===== config.mk =====
export PLATFORM = sky130hd
export DESIGN_NAME = wb_write_arbiter
export DESIGN_NICKNAME = d
export VERILOG_FILES = /design/src/rtl/wb_write_arbiter.sv
export SDC_FILE = /design/constraint.sdc
export NUM_CORES = 1
export LEC_CHECK = 0
export CAP_MARGIN = 5
export CORE_MARGIN = 5
export CORE_UTILIZATION = 35
export CTS_CLUSTER_DIAMETER = 50
export DETAILED_ROUTE_END_ITERATION = 6
export GPL_TIMING_DRIVEN = 0
export PLACE_DENSITY = 0.69
export RECOVER_POWER = 25
export SYNTH_ARGS = -nofsm -noshare
export SYNTH_HDL_FRONTEND = slang
export SYNTH_SLANG_ARGS = --single-unit

===== constraint.sdc =====
create_clock -name clk -period 3.9 [get_ports clk]
set_input_delay 0.585 -clock clk [delete_from_list [all_inputs] [get_ports clk]]
set_output_delay 0.585 -clock clk [all_outputs]
set_load 0.02 [all_outputs]

===== src/rtl/wb_write_arbiter.sv =====
// Write-side front end of the register file: arbitrates ALU/load writebacks into a small FIFO
// and retires one write per cycle, reporting pending writes to decode for stall detection.
module wb_write_arbiter #(
  parameter int unsigned DEPTH = 4,
  parameter int unsigned AW    = 2
) (
  input  logic        clk,
  input  logic        rst,
  input  logic        alu_valid,
  input  logic [4:0]  alu_dest,
  input  logic [31:0] alu_data,
  output logic        alu_ready,
  input  logic        ld_valid,
  input  logic [4:0]  ld_dest,
  input  logic [31:0] ld_data,
  output logic        ld_ready,
  input  logic        wb_hold,
  input  logic [4:0]  src1,
  input  logic [4:0]  src2,
  output logic        busy1,
  output logic        busy2,
  output logic        reg_write,
  output logic [4:0]  dest,
  output logic [31:0] write_data
);

  localparam logic [AW:0]   FullCount = DEPTH[AW:0];
  localparam logic [AW:0]   CountOne  = {{AW{1'b0}}, 1'b1};
  localparam logic [AW-1:0] PtrOne    = {{(AW-1){1'b0}}, 1'b1};

  logic [4:0]       mem_dest_q [DEPTH];
  logic [31:0]      mem_data_q [DEPTH];
  logic [DEPTH-1:0] valid_q, valid_d;
  logic [AW-1:0]    wr_ptr_q, wr_ptr_d, rd_ptr_q, rd_ptr_d;
  logic [AW:0]      count_q, count_d;

  logic        full, accept, push, pop;
  logic [4:0]  push_dest;
  logic [31:0] push_data;

  // Load has fixed priority; ready never looks at the same-cycle pop.
  always_comb begin
    full      = (count_q == FullCount);
    ld_ready  = !full;
    alu_ready = !full && !ld_valid;
    accept    = (ld_valid && ld_ready) || (alu_valid && alu_ready);
    push_dest = ld_valid ? ld_dest : alu_dest;
    push_data = ld_valid ? ld_data : alu_data;
    // x0 writes complete the handshake but are never queued.
    push      = accept && (push_dest != 5'd0);
    pop       = (count_q != '0) && !wb_hold;
  end

  always_comb begin
    wr_ptr_d = wr_ptr_q;
    rd_ptr_d = rd_ptr_q;
    count_d  = count_q;
    valid_d  = valid_q;
    if (pop) begin
      rd_ptr_d          = rd_ptr_q + PtrOne;
      valid_d[rd_ptr_q] = 1'b0;
    end
    if (push) begin
      wr_ptr_d          = wr_ptr_q + PtrOne;
      valid_d[wr_ptr_q] = 1'b1;
    end
    if (push && !pop) begin
      count_d = count_q + CountOne;
    end else if (pop && !push) begin
      count_d = count_q - CountOne;
    end
  end

  always_ff @(posedge clk) begin
    if (!rst) begin
      wr_ptr_q <= '0;
      rd_ptr_q <= '0;
      count_q  <= '0;
      valid_q  <= '0;
    end else begin
      wr_ptr_q <= wr_ptr_d;
      rd_ptr_q <= rd_ptr_d;
      count_q  <= count_d;
      valid_q  <= valid_d;
    end
  end

  // Payload storage needs no reset: it is only observed through valid_q/count_q.
  always_ff @(posedge clk) begin
    if (rst && push) begin
      mem_dest_q[wr_ptr_q] <= push_dest;
      mem_data_q[wr_ptr_q] <= push_data;
    end
  end

  always_comb begin
    reg_write  = (count_q != '0) && !wb_hold;
    dest       = 5'd0;
    write_data = 32'd0;
    if (count_q != '0) begin
      dest       = mem_dest_q[rd_ptr_q];
      write_data = mem_data_q[rd_ptr_q];
    end
  end

  always_comb begin
    busy1 = 1'b0;
    busy2 = 1'b0;
    for (int i = 0; i < DEPTH; i++) begin
      if (valid_q[i] && (mem_dest_q[i] == src1)) busy1 = 1'b1;
      if (valid_q[i] && (mem_dest_q[i] == src2)) busy2 = 1'b1;
    end
    busy1 = busy1 && (src1 != 5'd0);
    busy2 = busy2 && (src2 != 5'd0);
  end

endmodule


======== After elaboration in Yosys (flattened, before gate mapping) ========
Memories as Yosys holds them, arrays and structs flattened. A register that Yosys moved wholly into a read port is not among the register bits.
Cells that the tools add are included.
cells by class
  $add $sub $neg .......................... 4
  order comparisons ....................... 4
  equality and inequality tests ........... 9
  muxes and demuxes ....................... 26
  bitwise operators ....................... 3
  reductions and logical operators ........ 31
operators by type and width
  kind                                                                   number
  32-bit two-way mux                                                     2
  5-bit == test                                                          8
  1-bit logical AND                                                      20
  5-bit nonzero test                                                     3
  1-bit two-way mux                                                      12
  5-bit two-way mux                                                      2
  2-bit two-way mux                                                      4
  4-bit two-way mux                                                      2
  2-bit by 3-bit < comparator with 1-bit output, second input constant   2
  3-bit two-way mux                                                      2
  1-bit zero test                                                        5
  2-bit by 1-bit adder with 2-bit output, second input constant          2
  4-bit bitwise AND                                                      1
  1-bit demux with 2-bit select                                          2
  2-bit by 1-bit >= comparator with 1-bit output, second input constant  2
  4-bit inverter                                                         1
  4-bit bitwise OR                                                       1
  3-bit by 1-bit adder with 3-bit output, second input constant          1
  3-bit == test, second input constant                                   1
  3-bit nonzero test                                                     1
  3-bit by 1-bit subtractor with 3-bit output, second input constant     1
  2-bit nonzero test                                                     1
  1-bit logical OR                                                       1
storage, ports and cells
  flip-flop bits (word level) ............. 11
  RAM bits ................................ 148
  bits of input ports ..................... 89
  output and inout port bits .............. 42
  logic and storage cells ................. 83
  memories ................................ 2
memories
  name        depth  bits a word  rd ports  clocked after Yosys merged registers in  write ports  RTL line  source
  mem_data_q  4      32           1         1                                        1            32        logic [31:0] mem_data_q [DEPTH];
  mem_dest_q  4      5            5         1                                        1            31        logic [4:0] mem_dest_q [DEPTH];

======== Logic depth before layout (Yosys ltp) ========
Gate-level depths: netlist of the first run.
  depth after elaboration ................. 10
  mapped depth ............................ 9
  gate-level depth less buffers ........... 9

======== Worst setup path after synthesis of the first run ========
OpenSTA, ideal clock, no wires.
  kind .................................... input-to-reg
  from .................................... input ld_valid
  to ...................................... memory mem_data_q[0][0] (enable)
  library setup time ...................... 0.399 ns
  data arrival time ....................... 2.242 ns
  required time ........................... 3.501 ns
  path slack .............................. 1.259 ns
  stages .................................. 4
  path buffers ............................ 0
  cells stage by stage .................... mux2_2 -> nor3_2 -> a211oi_4 -> and3_1
on the way
  word-level cells in the longest chain between the ends .. 8
RTL lines
  item                                                                       RTL line  source
  from (decl)                                                                13        input logic ld_valid,
  parallel branches: the longest is 4 deep, another holds 5-bit two-way mux  n/a
  1-bit logical AND *                                                        50        push = accept && (push_dest != 5'd0);
  1-bit logical AND *                                                        90        if (rst && push) begin
  1-bit two-way mux *                                                        90
  1-bit two-way mux (not written as such) *                                  92        mem_data_q[wr_ptr_q] <= push_data;
  to (decl)                                                                  32
Mark *: on every way between the ends.

==> flow_summary_export.csv, run 1 <==
group,metric,value,unit
status,status,"finished clean",
hold_path,holdCritPathClass,"register to register",
worst_setup_path,cell_type_with_the_highest_occurrence_count_on_the_critical_path,"sky130_fd_sc_hd__clkbuf_1",
yosys,netlist_instances,419,
worst_setup_path,worstReg2RegStart,"count_q[0]",
sta,fin_skew,9.03,ps
worst_setup_path,r2r.worst_path.cells,9,
drt,vias,4104,
yosys,synth.net_count,518,
drt,detailedRoute.firstPassIterationCount,4,
worst_setup_path,worst_path_maximum_fanout,10,
die,placeableCoreArea,20300,sq um
power,comb_power_share,0.352,
drt,detail_route.drc_violations,0,
finish,area_growth,31.0,%
global_routing,grt_pass1_vias,4447,
finish,fillCellCount,1777,
yosys,synth_ff_type,"sky130_fd_sc_hd__edfxtp_1",
yosys,netlist-cell-type-count,31,
global_routing,grt_max_degree,22,
finish,finish.instance_area,9460,sq um
worst_setup_path,endpoint_kind,"primary output",
die,top_level_ports,131,
finish,drive_above_1_share,0.172,
power,leakage,3.09,nW
global_routing,grt_use_total,0.144,
power,share_seq_of_total_power,0.366,
clock_tree,cts-hold-fix-buffers,0,
sta,slew_headroom,0.531,
power,internal_power,4.24,mW
sta,finalHoldWorstSlack,523,ps
die,fp.dieArea,23600,sq um
yosys,portion_of_the_post_synthesis_area_used_by_sequential_elements,0.652,
power,netSwitchingFraction,0.306,
yosys,synthesis.yosys.warnings,0,
clock_tree,latest_clock_arrival_within_the_worst_skew_pair,420,ps
yosys,synth_area,7220,sq um
sta,setup_violations,0,
worst_setup_path,worst-r2r-setup-slack,1360,ps
hold_path,hold_path_end,"valid_q[0]",
clock_tree,clock_tree.htree_level_count,4,
power,worst_ir_drop_vdd,0.293,mV
global_routing,grt_first_pass_wirelength,25700,microns
drt,drt_first_iter_violations,173,
clock_tree,cts.reportedPaths.clkPinSlew,60,ps
drt,avgViaCountPerCell,4.86,
clock_tree,clock_tree_sinks,161,
worst_setup_path,timing.critical_path.max_delay_family,"buffers and inverters",
finish,antenna_cells,0,
worst_setup_path,cell_chain_critical_path,"clkbuf_1, clkbuf_1, mux4_2, nor2b_1, clkdlybuf4s50_1",
clock_tree,cts_buffers,17,
sta,drv_slew,0,
die,dieWidth,154,microns
drt,route.final.wire_length,16700,microns
drt,post_drt_wl_per_cell,19.8,microns
clock_tree,cts_tree,"built",
die,placement_rows,52,
yosys,synth-edff-count,148,
drt,final_antenna_net_count,0,
die,chipHeight,154,microns
worst_setup_path,path_buf_inv,3,
yosys,syn_avg_cell_area,17.2,sq um
worst_setup_path,cp.required,3310,ps
sta,rsz_0062_raised_after_global_routing,"false",
sta,worst-slew-pin-transition,703,ps
clock_tree,post_cts.repair.setup_buffers,0,
clock_tree,maximum_buffer_depth_of_the_clock_tree,2,
finish,nets,661,
global_routing,grt_remaining_overflow,0,
power,p_switching,1.87,mW
clock_tree,postCtsResizedCells,0,
sta,hold_viol,0,
sta,final_period_minus_worst_setup_slack,3570,ps
die,initial_utilization,0.356,
hold_path,min_delay_path_depth,1,
placement,portBuffers,120,
worst_setup_path,timing.critical_path.slowest_cell_delay,640,ps
placement,dpl-instance-area,8850,sq um
placement,gp_congestion,0.914,
worst_setup_path,crit_arrival,2990,ps
yosys,synthArstFlopShare,0,
worst_setup_path,worst_path_max_delay_cell,"sky130_fd_sc_hd__clkdlybuf4s50_1",
sta,maxClockFrequency,0.280,GHz
worst_setup_path,reg2reg_to,"count_q[2]",
hold_path,worstHoldStart,"valid_q[0]",
run,maximum_capacitance_violations,0,
power,pwr_density_cell,647,nW/um^2
power,power.clock.fraction,0.282,
worst_setup_path,setup.worst_path.class,"register to primary output",
placement,detailed_place_hpwl,11700,microns
worst_setup_path,cp-start-kind,"register",
power,design_power_total,6.12,mW
yosys,synth_seq_cells,161,
sta,fin_crit_sh,0.916,
clock_tree,cts_root_buf,"sky130_fd_sc_hd__clkbuf_16",
global_routing,initial_antenna_violation_count,0,
==> final cells by class <==
| cell class | count | area, sq um | share of cell area |
|---|---|---|---|
| Sequential cell | 161 | 4700 | 0.497 |
| Inverter | 7 | 26.3 | 0.00278 |
| Clock inverter | 14 | 188 | 0.0198 |
| Buffer | 27 | 110 | 0.0116 |
| Multi-Input combinational cell | 224 | 2370 | 0.251 |
| Timing Repair Buffer | 124 | 1290 | 0.136 |
| Tap cell | 270 | 338 | 0.0357 |
| Clock buffer | 18 | 429 | 0.0454 |
==> worst reg2reg max path, cell delays in order, from the launching register on <==
cell                       delay [ps]
sky130_fd_sc_hd__dfxtp_1          430
sky130_fd_sc_hd__nor2_1            70
sky130_fd_sc_hd__and2_1           230
sky130_fd_sc_hd__a211oi_4         360
sky130_fd_sc_hd__ha_1             270
sky130_fd_sc_hd__inv_1             70
sky130_fd_sc_hd__fa_1             370
sky130_fd_sc_hd__xor2_1           170
sky130_fd_sc_hd__or3_1            310
sky130_fd_sc_hd__a21boi_0         180
==> cell usage after synthesis (all sizes together), types with 4 or more instances <==
master	count	share of area
nor4	8	0.0069
nor2	4	0.0021
and3	4	0.0035
mux2	37	0.058
xnor2	11	0.013
nand2	7	0.0036
buf	8	0.0055
a31o	4	0.0049
dfxtp	13	0.036
clkbuf	19	0.0099
and2	5	0.0043
nor2b	38	0.033
mux4	37	0.12
inv	7	0.0036
ha	9	0.016
xor2	33	0.040
edfxtp	148	0.62
nand3	9	0.0062
==> power groups by stage <==
stage	clock, mW	sequential, mW	combinational, mW
final	1.73	2.24	2.15
after global routing	1.84	2.26	2.32
after CTS	1.76	2.24	2.21
after detailed placement	0	2.28	2.20
after global placement	0	2.27	2.13
after floorplan	0	2.25	1.27
==> registers in the layout (all words and copies together), names as in the netlist, named ones only <==
signal	count
valid_q	4
mem_data_q	128
rd_ptr_q	2
wr_ptr_q	2
count_q	3
mem_dest_q	20
==> how the worst max path moves through the flow <==
stage                                   end  slack [ps]  cells after the start
after global placement    mem_data_q[1][25]        -590                      5
after CTS                           dest[0]         220                      5
after floorplan            mem_data_q[0][0]        1260                      4
after global routing                dest[0]         160                      5
after detailed placement         count_q[2]         160                     10
final                               dest[0]         330                      5
==> cell families after synthesis <==
kind of cell	count (synthesis)	share of synthesized area
flops	161	0.652
xor+xnor	44	0.0534
fa+ha+maj	10	0.0184
mux	75	0.175
buf+inv	34	0.0191
compound gates	12	0.0154
simple gates	83	0.0673
==> placed cells by master, fill, tap and decap left out, types with 2 or more instances in the layout <==
cell type	count
sky130_fd_sc_hd__edfxtp_1	148
sky130_fd_sc_hd__clkdlybuf4s50_1	118
sky130_fd_sc_hd__nor2b_1	38
sky130_fd_sc_hd__mux4_2	37
sky130_fd_sc_hd__xor2_1	33
sky130_fd_sc_hd__clkbuf_1	21
sky130_fd_sc_hd__mux2_1	21
sky130_fd_sc_hd__clkbuf_16	17
sky130_fd_sc_hd__mux2_2	16
sky130_fd_sc_hd__dfxtp_1	13
sky130_fd_sc_hd__xnor2_1	11
sky130_fd_sc_hd__nand3_1	9
sky130_fd_sc_hd__ha_1	9
sky130_fd_sc_hd__nor4_1	8
sky130_fd_sc_hd__inv_1	7
sky130_fd_sc_hd__buf_2	7
sky130_fd_sc_hd__nand2_1	7
sky130_fd_sc_hd__nor2_1	4
sky130_fd_sc_hd__and3_2	4
sky130_fd_sc_hd__a31o_1	4
sky130_fd_sc_hd__bufinv_16	4
sky130_fd_sc_hd__and2_1	3
sky130_fd_sc_hd__buf_12	3
sky130_fd_sc_hd__or4_1	2
sky130_fd_sc_hd__nand4_1	2
sky130_fd_sc_hd__o21a_1	2
sky130_fd_sc_hd__a21boi_0	2
sky130_fd_sc_hd__and2_0	2
sky130_fd_sc_hd__o21ai_0	2
sky130_fd_sc_hd__clkinv_1	2
sky130_fd_sc_hd__clkinvlp_4	2
sky130_fd_sc_hd__clkinv_4	2
sky130_fd_sc_hd__clkinv_2	2
sky130_fd_sc_hd__inv_6	2
sky130_fd_sc_hd__dlygate4sd3_1	2
==> per-stage QoR <==
stage          instances  TNS [ps]  worst slack, ps   util
2_1_floorplan        419         0             1260      -
3_3_place_gp         809    -84470             -594  0.431
3_5_place_dp         813         0              156  0.436
4_1_cts              845         0              222  0.466
5_1_grt              845         0              158  0.466
6_report             845         0              328  0.466
==> per-layer routing <==
metal  GRT usage  part of all wire  vias to the layer above
met5           0                 0                        -
met4      0.0404            0.0098                        0
met3      0.0365             0.053                       10
met2       0.252              0.52                      126
met1       0.176              0.42                     2074
li1            -                 -                     1894
(Power assumes the default switching activity.)
==> run 2, diff against run 1 <==
- REMOVE_ABC_BUFFERS: default -> 1
==> run 2 against run 1 <==
Effect of this change:
- sequential power is 5% higher
- combinational power is 4% lower
- fmax is 9.9% higher
- final cell count is 1.4% lower
- clock-buffer cell count stayed put
- via count is 1.6% lower
==> flow_summary_export.csv, run 2 (synthesized netlist as in run 1, its figures left out) <==
group,metric,value,unit
drt,route.final.wire_length,15200,microns
die,fp.dieArea,23600,sq um
placement,portBuffers,130,
global_routing,grt_first_pass_wirelength,24000,microns
clock_tree,latest_clock_arrival_within_the_worst_skew_pair,410,ps
clock_tree,post_cts.repair.setup_buffers,0,
sta,slew_headroom,0.459,
finish,layout.cells.most_common_list,"sky130_fd_sc_hd__edfxtp_1 (148), sky130_fd_sc_hd__clkdlybuf4s50_1 (129), sky130_fd_sc_hd__nor2b_1 (38)",
drt,detail_route.drc_violations,0,
finish,max_flop_register,"mem_data_q",
drt,final_antenna_net_count,0,
global_routing,grt_max_degree,38,
sta,setup-tns-final,0,ps
finish,top_regs,"mem_data_q x128, mem_dest_q x20, valid_q x4",
clock_tree,clock_tree.htree_level_count,4,
finish,flip_flop_count_of_the_largest_register_after_layout,128,
die,dieWidth,154,microns
clock_tree,clock_tree_sinks,161,
worst_setup_path,endpoint_kind,"primary output",
worst_setup_path,worst_path_max_delay_cell,"sky130_fd_sc_hd__clkdlybuf4s50_1",
sta,maxClockFrequency,0.308,GHz
die,chipHeight,154,microns
clock_tree,cts-hold-fix-buffers,0,
worst_setup_path,setup.worst_path.class,"input pin to primary output",
power,leakage,3.14,nW
drt,post_drt_wl_per_cell,18.2,microns
placement,detailed_place_hpwl,10500,microns
sta,fin_crit_sh,0.833,
finish,antenna_cells,0,
drt,detailedRoute.firstPassIterationCount,4,
power,worst_ir_drop_vdd,0.285,mV
worst_setup_path,timing.critical_path.slowest_cell_delay,600,ps
finish,nets,649,
hold_path,holdCritPathClass,"register to register",
sta,setup_violations,0,
drt,vias,4039,
worst_setup_path,cell_type_with_the_highest_occurrence_count_on_the_critical_path,"sky130_fd_sc_hd__clkdlybuf4s50_1",
worst_setup_path,cell_chain_critical_path,"clkdlybuf4s50_1, xor2_1, nor4_1, nand3_1, nand4_1, o21a_1, clkdlybuf4s50_1",
global_routing,grt_use_total,0.131,
clock_tree,maximum_buffer_depth_of_the_clock_tree,2,
finish,final_common_cell,"sky130_fd_sc_hd__edfxtp_1",
clock_tree,cts_tree,"built",
worst_setup_path,worst_path_maximum_fanout,5,
drt,avgViaCountPerCell,4.85,
die,placeableCoreArea,20300,sq um
drt,drt_first_iter_violations,272,
finish,area_growth,32.6,%
power,pwr_density_cell,649,nW/um^2
finish,layoutNonFillerInstCount,833,
sta,fin_skew,5.10,ps
placement,gp_congestion,0.861,
status,status,"finished clean",
die,initial_utilization,0.356,
clock_tree,cts.reportedPaths.clkPinSlew,60,ps
clock_tree,postCtsResizedCells,0,
sta,hold_viol,0,
clock_tree,cts_root_buf,"sky130_fd_sc_hd__clkbuf_16",
die,top_level_ports,131,
global_routing,initial_antenna_violation_count,0,
sta,rsz_0062_raised_after_global_routing,"false",
sta,worst-slew-pin-transition,811,ps
clock_tree,cts_buffers,17,
global_routing,grt_pass1_vias,4395,
run,maximum_capacitance_violations,0,
finish,drive_above_1_share,0.178,
die,placement_rows,52,
worst_setup_path,cp-start-kind,"input pin",
global_routing,grt_remaining_overflow,0,
placement,dpl.cell_count,801,
worst_setup_path,crit_arrival,2660,ps
sta,drv_slew,0,
sta,final_period_minus_worst_setup_slack,3250,ps
worst_setup_path,cp.required,3310,ps
-- run 2: cell count changes in the layout (fill, tap and decap cells not counted), moves of 3 or more --
| cell | previous run | this run |
|---|---|---|
| sky130_fd_sc_hd__buf_2 | 7 | 1 |
| sky130_fd_sc_hd__mux2_1 | 21 | 24 |
| sky130_fd_sc_hd__clkbuf_1 | 21 | 1 |
| sky130_fd_sc_hd__mux2_2 | 16 | 13 |
| sky130_fd_sc_hd__clkdlybuf4s50_1 | 118 | 129 |
| sky130_fd_sc_hd__buf_6 | 0 | 3 |
-- run 2: final timing paths --
path / from / to / slack [ps] / cells past startpoint
hold / removal: wr_ptr_q[1] / wr_ptr_q[1] / 520 / 2
setup / recovery: src1[4] / busy1 / 650 / 7
setup reg to reg: count_q[0] / count_q[2] / 1160 / 9
hold reg to reg: wr_ptr_q[1] / wr_ptr_q[1] / 520 / 2
-- run 2: power breakdown --
group | switching (mW) | internal (mW) | total, mW
registers | 0.202 | 2.15 | 2.35
logic | 0.994 | 1.07 | 2.06
clock network | 0.660 | 1.14 | 1.80
total | 1.86 | 4.35 | 6.21
-- run 2: critical path: cells and delay by family --
kind,cells,cell delay (ps)
compound gates,1,130
buf+inv,2,1160
xor+xnor,1,210
simple gates,3,580
-- run 2: layout make-up --
class / count / area [sq um]
fillers: 1766 / 10700
flip-flops and latches: 161 / 4710
multi-input cells: 224 / 2380
repair buffers: 139 / 1470
clock buffers: 18 / 429
well taps: 270 / 338
clock inverters: 14 / 210
inverters: 7 / 26.3
-- run 2: stage by stage --
stage / util / worst slack, ps / hold slack (ps) / instance area [sq um] / total power, mW
after global routing: 0.471 / 487 / 562 / 9570 / 6.52
final: 0.471 / 651 / 524 / 9570 / 6.21
after global placement: 0.431 / -3370 / 488 / 8740 / 4.21
after detailed placement: 0.440 / 579 / 521 / 8930 / 4.50
after floorplan: - / -570 / 469 / 7110 / 3.49
after CTS: 0.471 / 603 / 530 / 9570 / 6.30
-- run 2: routing by layer --
| layer | share of wire | global-route usage |
|---|---|---|
| met1 | 0.44 | 0.169 |
| met2 | 0.50 | 0.220 |
| met3 | 0.044 | 0.0309 |
| met4 | 0.014 | 0.0395 |
| met5 | 0 | 0 |
